## config.mk

```make
export PLATFORM = sky130hd
export DESIGN_NAME = ps2_word_capture
export DESIGN_NICKNAME = d
export VERILOG_FILES = /design/src/rtl/ps2_word_capture.sv
export SDC_FILE = /design/constraint.sdc
export NUM_CORES = 1
export LEC_CHECK = 0
export CORE_UTILIZATION = 45
export DETAILED_ROUTE_END_ITERATION = 7
export PLACE_DENSITY = 0.83
export SLEW_MARGIN = 10
export SYNTH_ARGS = -nofsm -noshare
export SYNTH_HDL_FRONTEND = slang
export SYNTH_SLANG_ARGS = --single-unit
```

## constraint.sdc

```tcl
create_clock -name CLOCK_50 -period 2.4 [get_ports CLOCK_50]
set_input_delay 0.6 -clock CLOCK_50 [delete_from_list [all_inputs] [get_ports CLOCK_50]]
set_output_delay 0.6 -clock CLOCK_50 [all_outputs]
set_load 0.005 [all_outputs]
```

## src/rtl/ps2_word_capture.sv

```systemverilog
// ----------------------------------------------------------------------------
// ps2_word_capture
//
// Consumes the byte stream from PS2_Controller, decodes scan-code set 2
// make / break (F0) / extended (E0) framing, and collects letter make codes
// into a small word buffer that supports Backspace and Enter editing. The
// most recently accepted make code is also exported for the HEX display.
//
// Parameters
//   DEPTH        letters held in the word buffer (1..16)
//   CNT_W        width of letter_count, must be able to hold 0..DEPTH
//   REPEAT_BLOCK 1: ignore typematic repeats of the held key until it is
//                released; 0: accept every make code
//
// Ports
//   CLOCK_50        in   system clock, all logic on rising edge
//   KEY[0]          in   asynchronous active-low reset
//   ps2_key_data    in   received byte
//   ps2_key_pressed in   one-cycle strobe, ps2_key_data valid
//   word_ack        in   consumer accepts the committed word, clears buffer
//   word_codes      out  letter codes, slot 0 in bits [7:0], empty slots 00
//   letter_count    out  number of letters held
//   word_valid      out  word committed by Enter, held until word_ack
//   letter_strobe   out  one-cycle pulse after a letter is appended
//   last_code       out  last accepted make code (non-extended keys)
//   buf_full        out  letter_count == DEPTH
//   overflow        out  sticky, a letter was dropped while full
// ----------------------------------------------------------------------------
module ps2_word_capture #(
    parameter int unsigned DEPTH        = 4,
    parameter int unsigned CNT_W        = 3,
    parameter bit          REPEAT_BLOCK = 1'b1
) (
    input  logic               CLOCK_50,
    input  logic [0:0]         KEY,
    input  logic [7:0]         ps2_key_data,
    input  logic               ps2_key_pressed,
    input  logic               word_ack,
    output logic [8*DEPTH-1:0] word_codes,
    output logic [CNT_W-1:0]   letter_count,
    output logic               word_valid,
    output logic               letter_strobe,
    output logic [7:0]         last_code,
    output logic               buf_full,
    output logic               overflow
);

    typedef enum logic [1:0] {
        S_IDLE,
        S_BRK,
        S_EXT,
        S_EXT_BRK
    } state_e;

    localparam logic [7:0] CODE_BRK   = 8'hF0;
    localparam logic [7:0] CODE_EXT   = 8'hE0;
    localparam logic [7:0] CODE_BKSP  = 8'h66;
    localparam logic [7:0] CODE_ENTER = 8'h5A;

    logic rst_n;
    assign rst_n = KEY[0];

    state_e           state_q, state_d;
    logic [7:0]       slots_q [DEPTH];
    logic [7:0]       slots_d [DEPTH];
    logic [CNT_W-1:0] count_q, count_d;
    logic             valid_q, valid_d;
    logic             strobe_q, strobe_d;
    logic [7:0]       last_q, last_d;
    logic [7:0]       held_q, held_d;
    logic             ovf_q, ovf_d;

    logic make_evt;
    logic accept;
    logic ack_hit;

    function automatic logic is_letter(input logic [7:0] c);
        case (c)
            8'h1C, 8'h32, 8'h21, 8'h23, 8'h24, 8'h2B, 8'h34, 8'h33, 8'h43,
            8'h3B, 8'h42, 8'h4B, 8'h3A, 8'h31, 8'h44, 8'h4D, 8'h15, 8'h2D,
            8'h1B, 8'h2C, 8'h3C, 8'h2A, 8'h1D, 8'h22, 8'h35, 8'h1A:
                is_letter = 1'b1;
            default:
                is_letter = 1'b0;
        endcase
    endfunction

    // ------------------------------------------------------------------
    // Decoder state register
    // ------------------------------------------------------------------
    always_ff @(posedge CLOCK_50 or negedge rst_n) begin
        if (!rst_n) begin
            state_q <= S_IDLE;
        end else begin
            state_q <= state_d;
        end
    end

    // ------------------------------------------------------------------
    // Decoder next state: only moves on a received byte
    // ------------------------------------------------------------------
    always_comb begin
        state_d = state_q;
        if (ps2_key_pressed) begin
            unique case (state_q)
                S_IDLE: begin
                    if (ps2_key_data == CODE_BRK) begin
                        state_d = S_BRK;
                    end else if (ps2_key_data == CODE_EXT) begin
                        state_d = S_EXT;
                    end
                end
                S_BRK:     state_d = S_IDLE;
                S_EXT:     state_d = (ps2_key_data == CODE_BRK) ? S_EXT_BRK : S_IDLE;
                S_EXT_BRK: state_d = S_IDLE;
            endcase
        end
    end

    // ------------------------------------------------------------------
    // Output / buffer next-state logic
    // ------------------------------------------------------------------
    assign make_evt = ps2_key_pressed && (state_q == S_IDLE)
                   && (ps2_key_data != CODE_BRK) && (ps2_key_data != CODE_EXT);
    // A repeat of the still-held key is discarded before anything else.
    assign accept   = make_evt && !(REPEAT_BLOCK && (ps2_key_data == held_q));
    assign ack_hit  = word_ack && valid_q;

    always_comb begin
        slots_d  = slots_q;
        count_d  = count_q;
        valid_d  = valid_q;
        strobe_d = 1'b0;
        last_d   = last_q;
        held_d   = held_q;
        ovf_d    = ovf_q;

        // Releasing the held key re-arms it for a new make.
        if (ps2_key_pressed && (state_q == S_BRK) && (ps2_key_data == held_q)) begin
            held_d = '0;
        end

        if (accept) begin
            held_d = ps2_key_data;
            last_d = ps2_key_data;
            // A committed word is frozen until the consumer acknowledges it.
            if (!valid_q) begin
                if (is_letter(ps2_key_data)) begin
                    if (count_q < CNT_W'(DEPTH)) begin
                        for (int unsigned i = 0; i < DEPTH; i++) begin
                            if (CNT_W'(i) == count_q) begin
                                slots_d[i] = ps2_key_data;
                            end
                        end
                        count_d  = count_q + CNT_W'(1);
                        strobe_d = 1'b1;
                    end else begin
                        ovf_d = 1'b1;
                    end
                end else if (ps2_key_data == CODE_BKSP) begin
                    if (count_q != '0) begin
                        for (int unsigned i = 0; i < DEPTH; i++) begin
                            if (CNT_W'(i + 1) == count_q) begin
                                slots_d[i] = '0;
                            end
                        end
                        count_d = count_q - CNT_W'(1);
                    end
                end else if (ps2_key_data == CODE_ENTER) begin
                    if (count_q != '0) begin
                        valid_d = 1'b1;
                    end
                end
            end
        end

        // Acknowledge overrides any buffer edit from the same cycle; the
        // decoder, held key and last_code above still take the byte.
        if (ack_hit) begin
            for (int unsigned i = 0; i < DEPTH; i++) begin
                slots_d[i] = '0;
            end
            count_d  = '0;
            valid_d  = 1'b0;
            ovf_d    = 1'b0;
            strobe_d = 1'b0;
        end
    end

    // ------------------------------------------------------------------
    // Buffer / output registers
    // ------------------------------------------------------------------
    always_ff @(posedge CLOCK_50 or negedge rst_n) begin
        if (!rst_n) begin
            for (int unsigned i = 0; i < DEPTH; i++) begin
                slots_q[i] <= '0;
            end
            count_q  <= '0;
            valid_q  <= 1'b0;
            strobe_q <= 1'b0;
            last_q   <= '0;
            held_q   <= '0;
            ovf_q    <= 1'b0;
        end else begin
            slots_q  <= slots_d;
            count_q  <= count_d;
            valid_q  <= valid_d;
            strobe_q <= strobe_d;
            last_q   <= last_d;
            held_q   <= held_d;
            ovf_q    <= ovf_d;
        end
    end

    always_comb begin
        word_codes = '0;
        for (int unsigned i = 0; i < DEPTH; i++) begin
            word_codes[8*i +: 8] = slots_q[i];
        end
    end

    assign letter_count  = count_q;
    assign word_valid    = valid_q;
    assign letter_strobe = strobe_q;
    assign last_code     = last_q;
    assign buf_full      = (count_q == CNT_W'(DEPTH));
    assign overflow      = ovf_q;

endmodule

```

==> impl_metrics.sql, run 1 <==
INSERT INTO impl_metrics (metric_group, metric, value, unit) VALUES
('worst_setup_path', 'data_required_time_of_the_worst_path', '2.60', 'ns'),
('synth', 'synth.area.mux_share', '0.131', ''),
('power', 'max-vdd-ir-drop', '0.314', 'mV'),
('synth', 'list_of_most_frequent_post_synthesis_cells', 'dfrtp_1 (56), mux2_2 (28), a22o_1 (15)', ''),
('sta', 'maxSlewHeadroom', '0.536', ''),
('drt', 'drt_iter0_markers', '147', ''),
('worst_setup_path', 'cpPeakStageDelay', '0.34', 'ns'),
('cells_and_area', 'syn_to_final_growth', '45.5', '%'),
('synth', 'post_synth_xor_area_fraction', '0.0258', ''),
('sta', 'skew', '0.00681', 'ns'),
('worst_setup_path', 'r2r_end', 'word_codes[25]', ''),
('drt', 'drt_pre_antenna_iters', '4', ''),
('clock_tree', 'cts.reportedPaths.clkPinSlew', '0.09', 'ns'),
('grt', 'number_of_antenna_violations_at_the_first_check_in_global_routing', '0', ''),
('synth', 'synth-simple-area-share', '0.115', ''),
('place', 'placement.io_buffers', '58', ''),
('clock_tree', 'htree_levels', '2', ''),
('synth', 'yosysSeqAreaShare', '0.516', ''),
('floorplan', 'rows', '27', ''),
('cells_and_area', 'layout-drive-gt1-share', '0.370', ''),
('cells_and_area', 'antenna_cells_inserted', '0', ''),
('sta', 'worst_pin_slew', '0.696', 'ns'),
('synth', 'synthesis.area_per_instance', '12.1', 'um^2'),
('worst_setup_path', 'timing.critical_path.slowest_stage_cell', 'mux2_2', ''),
('power', 'power.share.clock', '0.220', ''),
('synth', 'synthesis.area', '0.00272', 'mm^2'),
('worst_setup_path', 'critPathKind', 'in -> reg', ''),
('cells_and_area', 'sequential_cell_area', '0.00140', 'mm^2'),
('status', 'outcome', 'finished, final reports clean', ''),
('cells_and_area', 'final_cell_area', '0.00395', 'mm^2'),
('place', 'post_dp_cell_area', '0.00367', 'mm^2'),
('place', 'post_dp_hpwl', '4620', 'um'),
('worst_setup_path', 'cp-start-kind', 'primary input', ''),
('power', 'p_comb_frac', '0.332', ''),
('grt', 'grt_max_degree', '57', ''),
('cells_and_area', 'fill_cells', '396', ''),
('clock_tree', 'clock_insertion_delay_at_the_later_pin_of_the_skew_report', '0.31', 'ns'),
('worst_setup_path', 'regToRegSetupSlack', '0.17', 'ns'),
('floorplan', 'design.core.area', '0.00568', 'mm^2'),
('power', 'switchingPower', '708', 'uW'),
('sta', 'layout_min_cycle_time', '2.40', 'ns'),
('synth', 'synthAdderAreaFrac', '0.0276', ''),
('grt', 'gr-usage-all-layers', '0.234', ''),
('floorplan', 'design.die.area', '0.00635', 'mm^2'),
('power', 'intPower', '1780', 'uW'),
('synth', 'dominant_combinational_cell_family_by_area_after_synthesis', 'compound AO/OA/AOI/OAI gates', ''),
('worst_setup_path', 'worstSetupEndpointType', 'flip-flop', ''),
('run', 'reported_max_cap_violation_count', '0', ''),
('place', 'gp_congestion', '0.883', ''),
('drt', 'drt-total-wl', '7180', 'um'),
('sta', 'fmax', '417', 'MHz'),
('hold_path', 'hold_path.class', 'in -> async', ''),
('worst_setup_path', 'crit_path_max_fanout', '8', ''),
('worst_setup_path', 'timing.reg2reg.worst_path_depth', '9', ''),
('synth', 'synth_top_area_frac', '0.516', ''),
('synth', 'yosys_register_bits', '56', ''),
('sta', 'slew_viol_final', '0', ''),
('grt', 'first_pass_grt_wire_length', '11300', 'um'),
('clock_tree', 'cts.root.buffer_cell', 'clkbuf_8', ''),
('drt', 'routed_wire_length_per_instance', '18.0', 'um'),
('synth', 'synth.distinct_cells', '50', ''),
('drt', 'route.antenna.remaining_nets', '0', ''),
('grt', 'gr-total-overflow', '0', ''),
('worst_setup_path', 'worstSetupStartpoint', 'ps2_key_data[2]', ''),
('synth', 'synth.net_count', '242', ''),
('sta', 'setup_viol', '0', ''),
('worst_setup_path', 'worstReg2RegStart', 'letter_count[0]', ''),
('drt', 'via_count', '2218', ''),
('floorplan', 'die_height', '79.7', 'um'),
('power', 'share_seq_of_total_power', '0.448', ''),
('clock_tree', 'cts_tree', 'built', '');
logic make-up (layout without fill, tap and decap cells):
logic type / after synthesis / after routing
DFF: 56 / 56
and+or+nand+nor: 53 / 53
AOI/OAI and AO/OA: 43 / 43
muxes: 32 / 32
buffers and inverters: 26 / 129
xor gates and xnor gates: 8 / 8
adders and majority gates: 6 / 6
cell type report:
| cell class | count | share of cell area |
|---|---|---|
| multi-input combinational | 142 | 0.330 |
| tap | 72 | 0.0228 |
| inverter | 11 | 0.0104 |
| timing repair buffer | 111 | 0.258 |
| clock buffer | 7 | 0.0244 |
| sequential | 56 | 0.355 |
layer usage:
metal | GRT usage | part of all wire | vias up
met5 | 0 | 0 | -
met4 | 0.0855 | 0.024 | 0
met3 | 0.0469 | 0.047 | 16
met2 | 0.374 | 0.49 | 75
met1 | 0.316 | 0.44 | 1111
li1 | - | - | 1016
metrics by stage:
step | utilization | hold slack [ns] | TNS (ns) | power, uW | instances
floorplan | - | 0.304 | -0.238 | 1460 | 224
global placement | 0.647 | 0.470 | -26.67 | 1860 | 383
detailed placement | 0.647 | 0.472 | -29.97 | 1890 | 383
CTS | 0.680 | 0.435 | 0 | 2460 | 397
global route | 0.696 | 0.470 | -0.471 | 2620 | 399
finish | 0.696 | 0.403 | 0 | 2490 | 399
registers in the layout, summed over array words and instances, names as in the netlist:
register,flops
letter_count,3
held_q,8
letter_strobe,1
last_code,8
state_q,2
overflow,1
word_codes,32
word_valid,1
worst max-delay path, delay by kind of cell:
family / cells / cell delay (ns)
compound gates: 5 / 1.06
buf+inv: 4 / 0.60
mux: 1 / 0.34
power by group through the flow:
stage / registers [uW] / clock network [uW] / logic, uW
after CTS: 1120 / 561 / 782
final: 1120 / 547 / 828
after detailed placement: 1130 / 0 / 758
after floorplan: 1150 / 0 / 317
after global placement: 1130 / 0 / 732
after global routing: 1130 / 595 / 895
what timing repair did:
item | CTS | global route
gates cloned | 0 | 1
setup endpoints to repair | 44 | 37
pin swaps | 6 | 8
resized for setup | 39 | 14
buffers inserted | 7 | 1
hold buffers | 0 | 0
worst max-delay path by stage:
stage | end | slack, ns | cells after the start
after global placement | word_codes[24] | -0.76 | 9
after global routing | word_codes[24] | -0.05 | 10
after floorplan | word_codes[24] | -0.04 | 8
final | word_codes[27] | 0.005 | 10
after CTS | word_codes[29] | 0.02 | 10
after detailed placement | word_codes[29] | -0.81 | 9
placed cells by master, fill, tap and decap left out, types with 3 or more instances in the layout:
| cell type | count |
|---|---|
| clkdlybuf4s15_2 | 3 |
| clkbuf_8 | 7 |
| mux2_2 | 26 |
| o21ai_0 | 6 |
| buf_12 | 3 |
| nor2_1 | 3 |
| a22o_1 | 15 |
| xnor2_2 | 3 |
| buf_6 | 3 |
| nand2_1 | 8 |
| buf_4 | 46 |
| and3_1 | 8 |
| ha_1 | 5 |
| xnor2_1 | 5 |
| clkdlybuf4s50_1 | 49 |
| and2_1 | 11 |
| dfrtp_1 | 56 |
| inv_1 | 11 |
| buf_2 | 5 |
| nand3_1 | 3 |
(Power assumes the default switching activity.)
==> inputs of run 2 (changes only) <==
- ABC_AREA: not set -> 1
- CORE_ASPECT_RATIO: not set -> 1.5
==> run 2 against run 1 <==
Effect of this change:
- critical path depth increased by 2
- sequential share of layout area up 0.93 points
- combinational power rose by 39%
- critical endpoint is now word_codes[10]
- die area increased by 1.7%
- highest routed layer unchanged
- utilization is 4.0 points lower
==> impl_metrics.sql, run 2 <==
INSERT INTO impl_metrics (metric_group, metric, value, unit) VALUES
('power', 'static-leakage-power', '0.00200', 'uW'),
('worst_setup_path', 'crit_path_max_fanout', '15', ''),
('floorplan', 'io_pins', '59', ''),
('drt', 'remaining_drc_errors', '0', ''),
('power', 'max-vdd-ir-drop', '0.391', 'mV'),
('drt', 'drt_iter0_markers', '146', ''),
('cells_and_area', 'final_cell_area', '0.00385', 'mm^2'),
('sta', 'final.setup.tns', '0', 'ns'),
('synth', 'yosys_register_bits', '56', ''),
('drt', 'route.antenna.remaining_nets', '0', ''),
('floorplan', 'die_height', '97.9', 'um'),
('drt', 'routed_wire_length_per_instance', '14.1', 'um'),
('cells_and_area', 'layout.cells.most_common', 'nand2_1', ''),
('sta', 'fmax', '431', 'MHz'),
('clock_tree', 'cts_num_sinks', '56', ''),
('synth', 'postSynth.topFlopCell', 'dfrtp_1', ''),
('synth', 'synthesis.area', '0.00276', 'mm^2'),
('drt', 'drt_pre_antenna_iters', '4', ''),
('clock_tree', 'cts-root-to-sink-buffers', '2', ''),
('sta', 'layout_min_cycle_time', '2.32', 'ns'),
('grt', 'gr-total-overflow', '0', ''),
('clock_tree', 'cts_tree', 'built', ''),
('synth', 'synth_enable_flop_cells', '0', ''),
('sta', 'slew_viol_final', '0', ''),
('synth', 'yosysTopAreaCell', 'dfrtp_1', ''),
('grt', 'first_pass_grt_wire_length', '11600', 'um'),
('status', 'outcome', 'finished, final reports clean', ''),
('grt', 'number_of_antenna_violations_at_the_first_check_in_global_routing', '0', ''),
('sta', 'setup_viol', '0', ''),
('cells_and_area', 'final_cells', '501', ''),
('synth', 'synth_top_area_frac', '0.508', ''),
('sta', 'maxSlewHeadroom', '0.784', ''),
('worst_setup_path', 'cp-start-kind', 'primary input', ''),
('sta', 'skew', '0.00398', 'ns'),
('place', 'post_dp_cell_area', '0.00370', 'mm^2'),
('worst_setup_path', 'critPathKind', 'in -> reg', ''),
('grt', 'global_route.usage.met1', '0.280', ''),
('clock_tree', 'htree_levels', '2', ''),
('worst_setup_path', 'data_required_time_of_the_worst_path', '2.65', 'ns'),
('sta', 'rsz0062_at_grt', 'no', ''),
('synth', 'yosysWarningCount', '0', ''),
('cells_and_area', 'syn_to_final_growth', '39.7', '%'),
('hold_path', 'hold_path.class', 'in -> async', ''),
('synth', 'yosysMostFrequentCell', 'nand2_1', ''),
('clock_tree', 'cts.root.buffer_cell', 'clkbuf_8', ''),
('synth', 'yosysSeqAreaShare', '0.508', ''),
('sta', 'worst_pin_slew', '0.322', 'ns'),
('cells_and_area', 'layout-drive-gt1-share', '0.172', ''),
('place', 'post_dp_hpwl', '5150', 'um'),
('floorplan', 'design.die.area', '0.00646', 'mm^2'),
('drt', 'drt-total-wl', '7080', 'um'),
('drt', 'via_count', '2642', ''),
('worst_setup_path', 'worstSetupEndpointType', 'flip-flop', ''),
('synth', 'synthesis.area_per_instance', '8.36', 'um^2'),
('grt', 'met2_routing_resource_usage_after_global_routing', '0.394', ''),
('place', 'placed_cells_incl_taps', '490', ''),
('clock_tree', 'cts_hold_repair.buffers', '0', ''),
('synth', 'synthesis.instances', '330', ''),
('run', 'reported_max_cap_violation_count', '0', ''),
('worst_setup_path', 'worst-endpoint-arrival', '2.57', 'ns'),
('synth', 'synthArstFlopShare', '1.00', ''),
('place', 'gp_congestion', '0.887', ''),
('power', 'cellPowerDensity', '778', 'mW/mm^2'),
('synth', 'synth.net_count', '348', ''),
('grt', 'grt_max_degree', '57', ''),
('clock_tree', 'clock_insertion_delay_at_the_later_pin_of_the_skew_report', '0.31', 'ns'),
('sta', 'final_worst_path_period_share', '0.966', ''),
('cells_and_area', 'layout.cells.most_common_list', 'nand2_1 (116), dfrtp_1 (55), clkdlybuf4s50_1 (52)', ''),
('place', 'placement.io_buffers', '58', ''),
('floorplan', 'initial_core_utilization', '0.470', ''),
('drt', 'post_drt_via_cell_ratio', '5.27', ''),
('grt', 'gr-usage-all-layers', '0.232', ''),
('cells_and_area', 'design.final.nets', '446', ''),
('grt', 'first_global_vias', '2496', ''),
('cells_and_area', 'largest_reg_flops', '32', ''),
('sta', 'finalHoldViolCount', '0', ''),
('synth', 'list_of_most_frequent_post_synthesis_cells', 'nand2_1 (116), dfrtp_1 (56), nand3_1 (41)', ''),
('clock_tree', 'cts.reportedPaths.clkPinSlew', '0.10', 'ns'),
('floorplan', 'rows', '34', ''),
('synth', 'synth.distinct_cells', '32', ''),
('floorplan', 'design.core.area', '0.00587', 'mm^2'),
('floorplan', 'dieWidth', '65.9', 'um'),
('grt', 'globalRoute.busiestLayer', 'met2', ''),
('grt', 'grt_use_met3', '0.0292', ''),
('cells_and_area', 'antenna_cells_inserted', '0', ''),
('clock_tree', 'cts_inserted_buffers', '5', ''),
('synth', 'netlist_top_cells_area', 'dfrtp_1 (51%), nand2_1 (16%), nand3_1 (7.4%), o21ai_0 (3.8%), xnor2_1 (2.9%)', '');
run 2: timing repair:
action,CTS,global route
buffers inserted,0,2
setup endpoints to repair,0,31
gates resized for setup,0,9
hold endpoints to repair,0,0
run 2: path summary, 6_finish.rpt:
kind | startpoint | to | slack [ns] | cells after the start
worst max-delay path | ps2_key_data[2] | word_codes[10] | 0.08 | 12
worst min-delay path | KEY | last_code[7] | 0.26 | 2
worst max register to register | letter_count[1] | word_codes[10] | 0.60 | 11
worst min register to register | word_codes[9] | word_codes[9] | 0.48 | 2
max in group asynchronous | KEY | word_codes[29] | 1.88 | 2
min in group CLOCK_50 | word_codes[9] | word_codes[9] | 0.48 | 2
run 2: worst max-delay path, stage by stage:
cell and delay, ns:
clkdlybuf4s50_1 0.59, buf_4 0.16, inv_1 0.05, nor4_1 0.24
nand3_1 0.12, nand3_2 0.11, nand2_1 0.10, nor2_4 0.15
buf_4 0.13, clkbuf_16 0.15, nand3_1 0.07, nand2_1 0.09
run 2: layout make-up:
type | instances | area [um^2]
Inverter | 22 | 82.6
Clock buffer | 5 | 68.8
Multi-Input combinational cell | 243 | 1230
Clock inverter | 3 | 22.5
Tap cell | 72 | 90.1
Fill cell | 477 | 2020
Sequential cell | 56 | 1400
Timing Repair Buffer | 100 | 958
run 2: per-stage QoR:
stage | util | hold slack [ns] | total power (uW) | setup slack (ns)
after detailed placement | 0.631 | 0.460 | 2480 | -0.252
final | 0.657 | 0.257 | 3000 | 0.0820
after global routing | 0.657 | 0.280 | 3210 | 0.00147
after global placement | 0.631 | 0.459 | 2430 | -0.169
after CTS | 0.647 | 0.279 | 3000 | 0.0464
after floorplan | - | 0.304 | 1920 | 0.432
run 2: kinds of logic (layout without fill, tap and decap cells):
kind of cell,after synthesis,in the layout,share of synthesized area
AOI/OAI and AO/OA,34,34,0.0730
xor gates and xnor gates,9,9,0.0286
buffers and inverters,31,130,0.0485
and+or+nand+nor,194,194,0.315
DFF,56,56,0.508
adders and majority gates,6,6,0.0272
run 2: metal layers:
layer | wire length [um] | part of all wire
met1 | 2810 | 0.40
met3 | 349 | 0.049
met4 | 268 | 0.038
met2 | 3650 | 0.52
met5 | 0 | 0
run 2: where the power goes:
part	switching (uW)	internal (uW)	total, uW
logic	561	590	1150
registers	160	1160	1320
clock network	319	210	529
total	1040	1960	3000
==> edit (settings of run 1) <==
The parameter `REPEAT_BLOCK` goes from 1'b1 to 1'b0.
--- a/src/rtl/ps2_word_capture.sv
+++ b/src/rtl/ps2_word_capture.sv
@@ -29,7 +29,7 @@
 module ps2_word_capture #(
     parameter int unsigned DEPTH        = 4,
     parameter int unsigned CNT_W        = 3,
-    parameter bit          REPEAT_BLOCK = 1'b1
+    parameter bit          REPEAT_BLOCK = 1'b0
 ) (
     input  logic               CLOCK_50,
     input  logic [0:0]         KEY,
Check against the original RTL: not equivalent (a bounded check fails within 4 cycles, from zero or initial values).
==> edit against run 1 <==
Synthesized area down 9.9%. Routed wire length shrank 16%. Via count down 7.0%. Critical path type is now flop to output port. Cell area is 11% lower. Setup slack better by 100 ps. Worst hold slack worse by 17 ps. Sequential cell count decreased by 8.
Power is not compared: it rests on default switching activity, and its combinational part moved more than twofold at a synthesized area within 25%.
==> edit: results (changes against run 1) <==
metric,value,unit,change
ys_async_sr_fraction,100.0,%,unchanged
clk_pin_slew,80,ps,
nets,335,,was 345
clock_path_buffers,2,,unchanged
io_buffers,58,,unchanged
met1_length,2750,um,was 3155 um
place_ws,-463.5,ps,was -811.8 ps
p_leak,0.001534,uW,
peakVddDrop,417.3,uV,
critPathSlowestCell,clkdlybuf4s50_1,,was mux2_2
worstMarginPinSlew,605.5,ps,was 696.4 ps
synth_nets,246,,was 242
place_congestion,0.9331,,was 0.8829
grt_pass1_wl,9349,um,was 11280 um
dp_hpwl,4227,um,was 4620 um
track_usage,22.12,%,was 23.43%
yosysSeqAreaShare,49.08,%,was 51.59%
via_per_inst,5.328,,was 5.559
wl_met3,231,um,was 336 um
wl_met2,2957,um,was 3516 um
grt_max_degree,49,,was 57
numCtsBuffers,5,,unchanged
status,completed,,unchanged
met3_usage,3.704,%,was 4.686%
rrSetupSlack,450,ps,was 170 ps
use_met2,38.64,%,was 37.35%
netlist_top_cells_count,"dfrtp_1 (48), nand2_1 (38), o2bb2ai_1 (21), o21ai_0 (12), nor2_1 (9)",,"was dfrtp_1 (56), mux2_2 (28), a22o_1 (15), and2_1 (11), inv_1 (11)"
r2r-end,word_codes[0]$_DFFE_PN0P_,,was word_codes[25]$_DFFE_PN0P_
cts_setup_buffers,1,,was 7
gr-total-overflow,0,,unchanged
met1_usage,28.52,%,was 31.56%
cp_max_fo,4,,was 8
regToRegStartpoint,state_q[0]$_DFFE_PN0P_,,was letter_count[0]$_DFFE_PN0P_
routedWlPerCell,15.55,um,was 17.99 um
cts_max_level,2,,unchanged
ff2ff_path_depth,7,,was 9
n_antenna_cell,0,,unchanged
synthTopCellsByArea,"dfrtp_1 (49%), o2bb2ai_1 (7.5%), nand2_1 (5.8%), mux2_2 (3.2%), ha_1 (3.1%)",,"was dfrtp_1 (52%), mux2_2 (12%), a22o_1 (4.8%), ha_1 (2.8%), xnor2_1 (2.6%)"
grt_pass1_vias,1936,,was 2219
cp_slowest_stage_delay,510,ps,was 340 ps
synth_cell_type_count,54,,was 50
postCtsResizedCells,9,,was 39
critPathArrivalTime,1690,ps,was 2590 ps
drt_first_iter_violations,94,,was 147
drive_gt1_share,24.92,%,was 37.00%
crit_family,buffers and inverters,,was compound AO/OA/AOI/OAI gates
fin_worst_skew,7.514,ps,was 6.810 ps
## edit: power by group through the flow
stage          clock (uW)  sequential, uW  combinational [uW]
4_1_cts               680             875                 367
6_report              670             875                 379
3_5_place_dp            0             895                 340
2_1_floorplan           0             893                 155
5_1_grt               702             881                 413
3_3_place_gp            0             893                 334
## edit: how the worst max path moves through the flow
stage	from	endpoint	slack, ps
finish	letter_count[1]$_DFFE_PN0P_	buf_full	110
global route	ps2_key_pressed	word_codes[1]$_DFFE_PN0P_	10
CTS	ps2_key_data[4]	word_codes[24]$_DFFE_PN0P_	0.5
detailed placement	ps2_key_data[4]	word_codes[24]$_DFFE_PN0P_	-460
global placement	ps2_key_data[4]	word_codes[26]$_DFFE_PN0P_	-370
floorplan	ps2_key_data[1]	letter_count[2]$_DFFE_PN0P_	150
## edit: cell type report
cell class | instances | area [um^2]
Multi-Input combinational cell | 158 | 1140
Inverter | 6 | 22.52
Sequential cell | 48 | 1201
Fill cell | 384 | 1655
Tap cell | 70 | 87.58
Timing Repair Buffer | 98 | 937.1
Clock buffer | 5 | 68.82
Clock inverter | 2 | 60.06
## edit: stage by stage
step	instance area (um^2)	hold slack [ps]	total power [uW]	std cells
2_1_floorplan	2447	304.4	1048	228
3_3_place_gp	3234	470.6	1227	374
3_5_place_dp	3234	481.2	1234	374
4_1_cts	3406	406.6	1923	382
5_1_grt	3517	438.2	1996	387
6_report	3517	386.3	1925	387
## edit: cells by family after synthesis
logic type | count (synthesis) | synth area share, %
AOI/OAI and AO/OA | 56 | 17.95
buffers and inverters | 22 | 6.799
xor gates and xnor gates | 1 | 0.3579
muxes | 10 | 4.448
and+or+nand+nor | 85 | 18.30
adders and majority gates | 6 | 3.067
DFF | 48 | 49.08
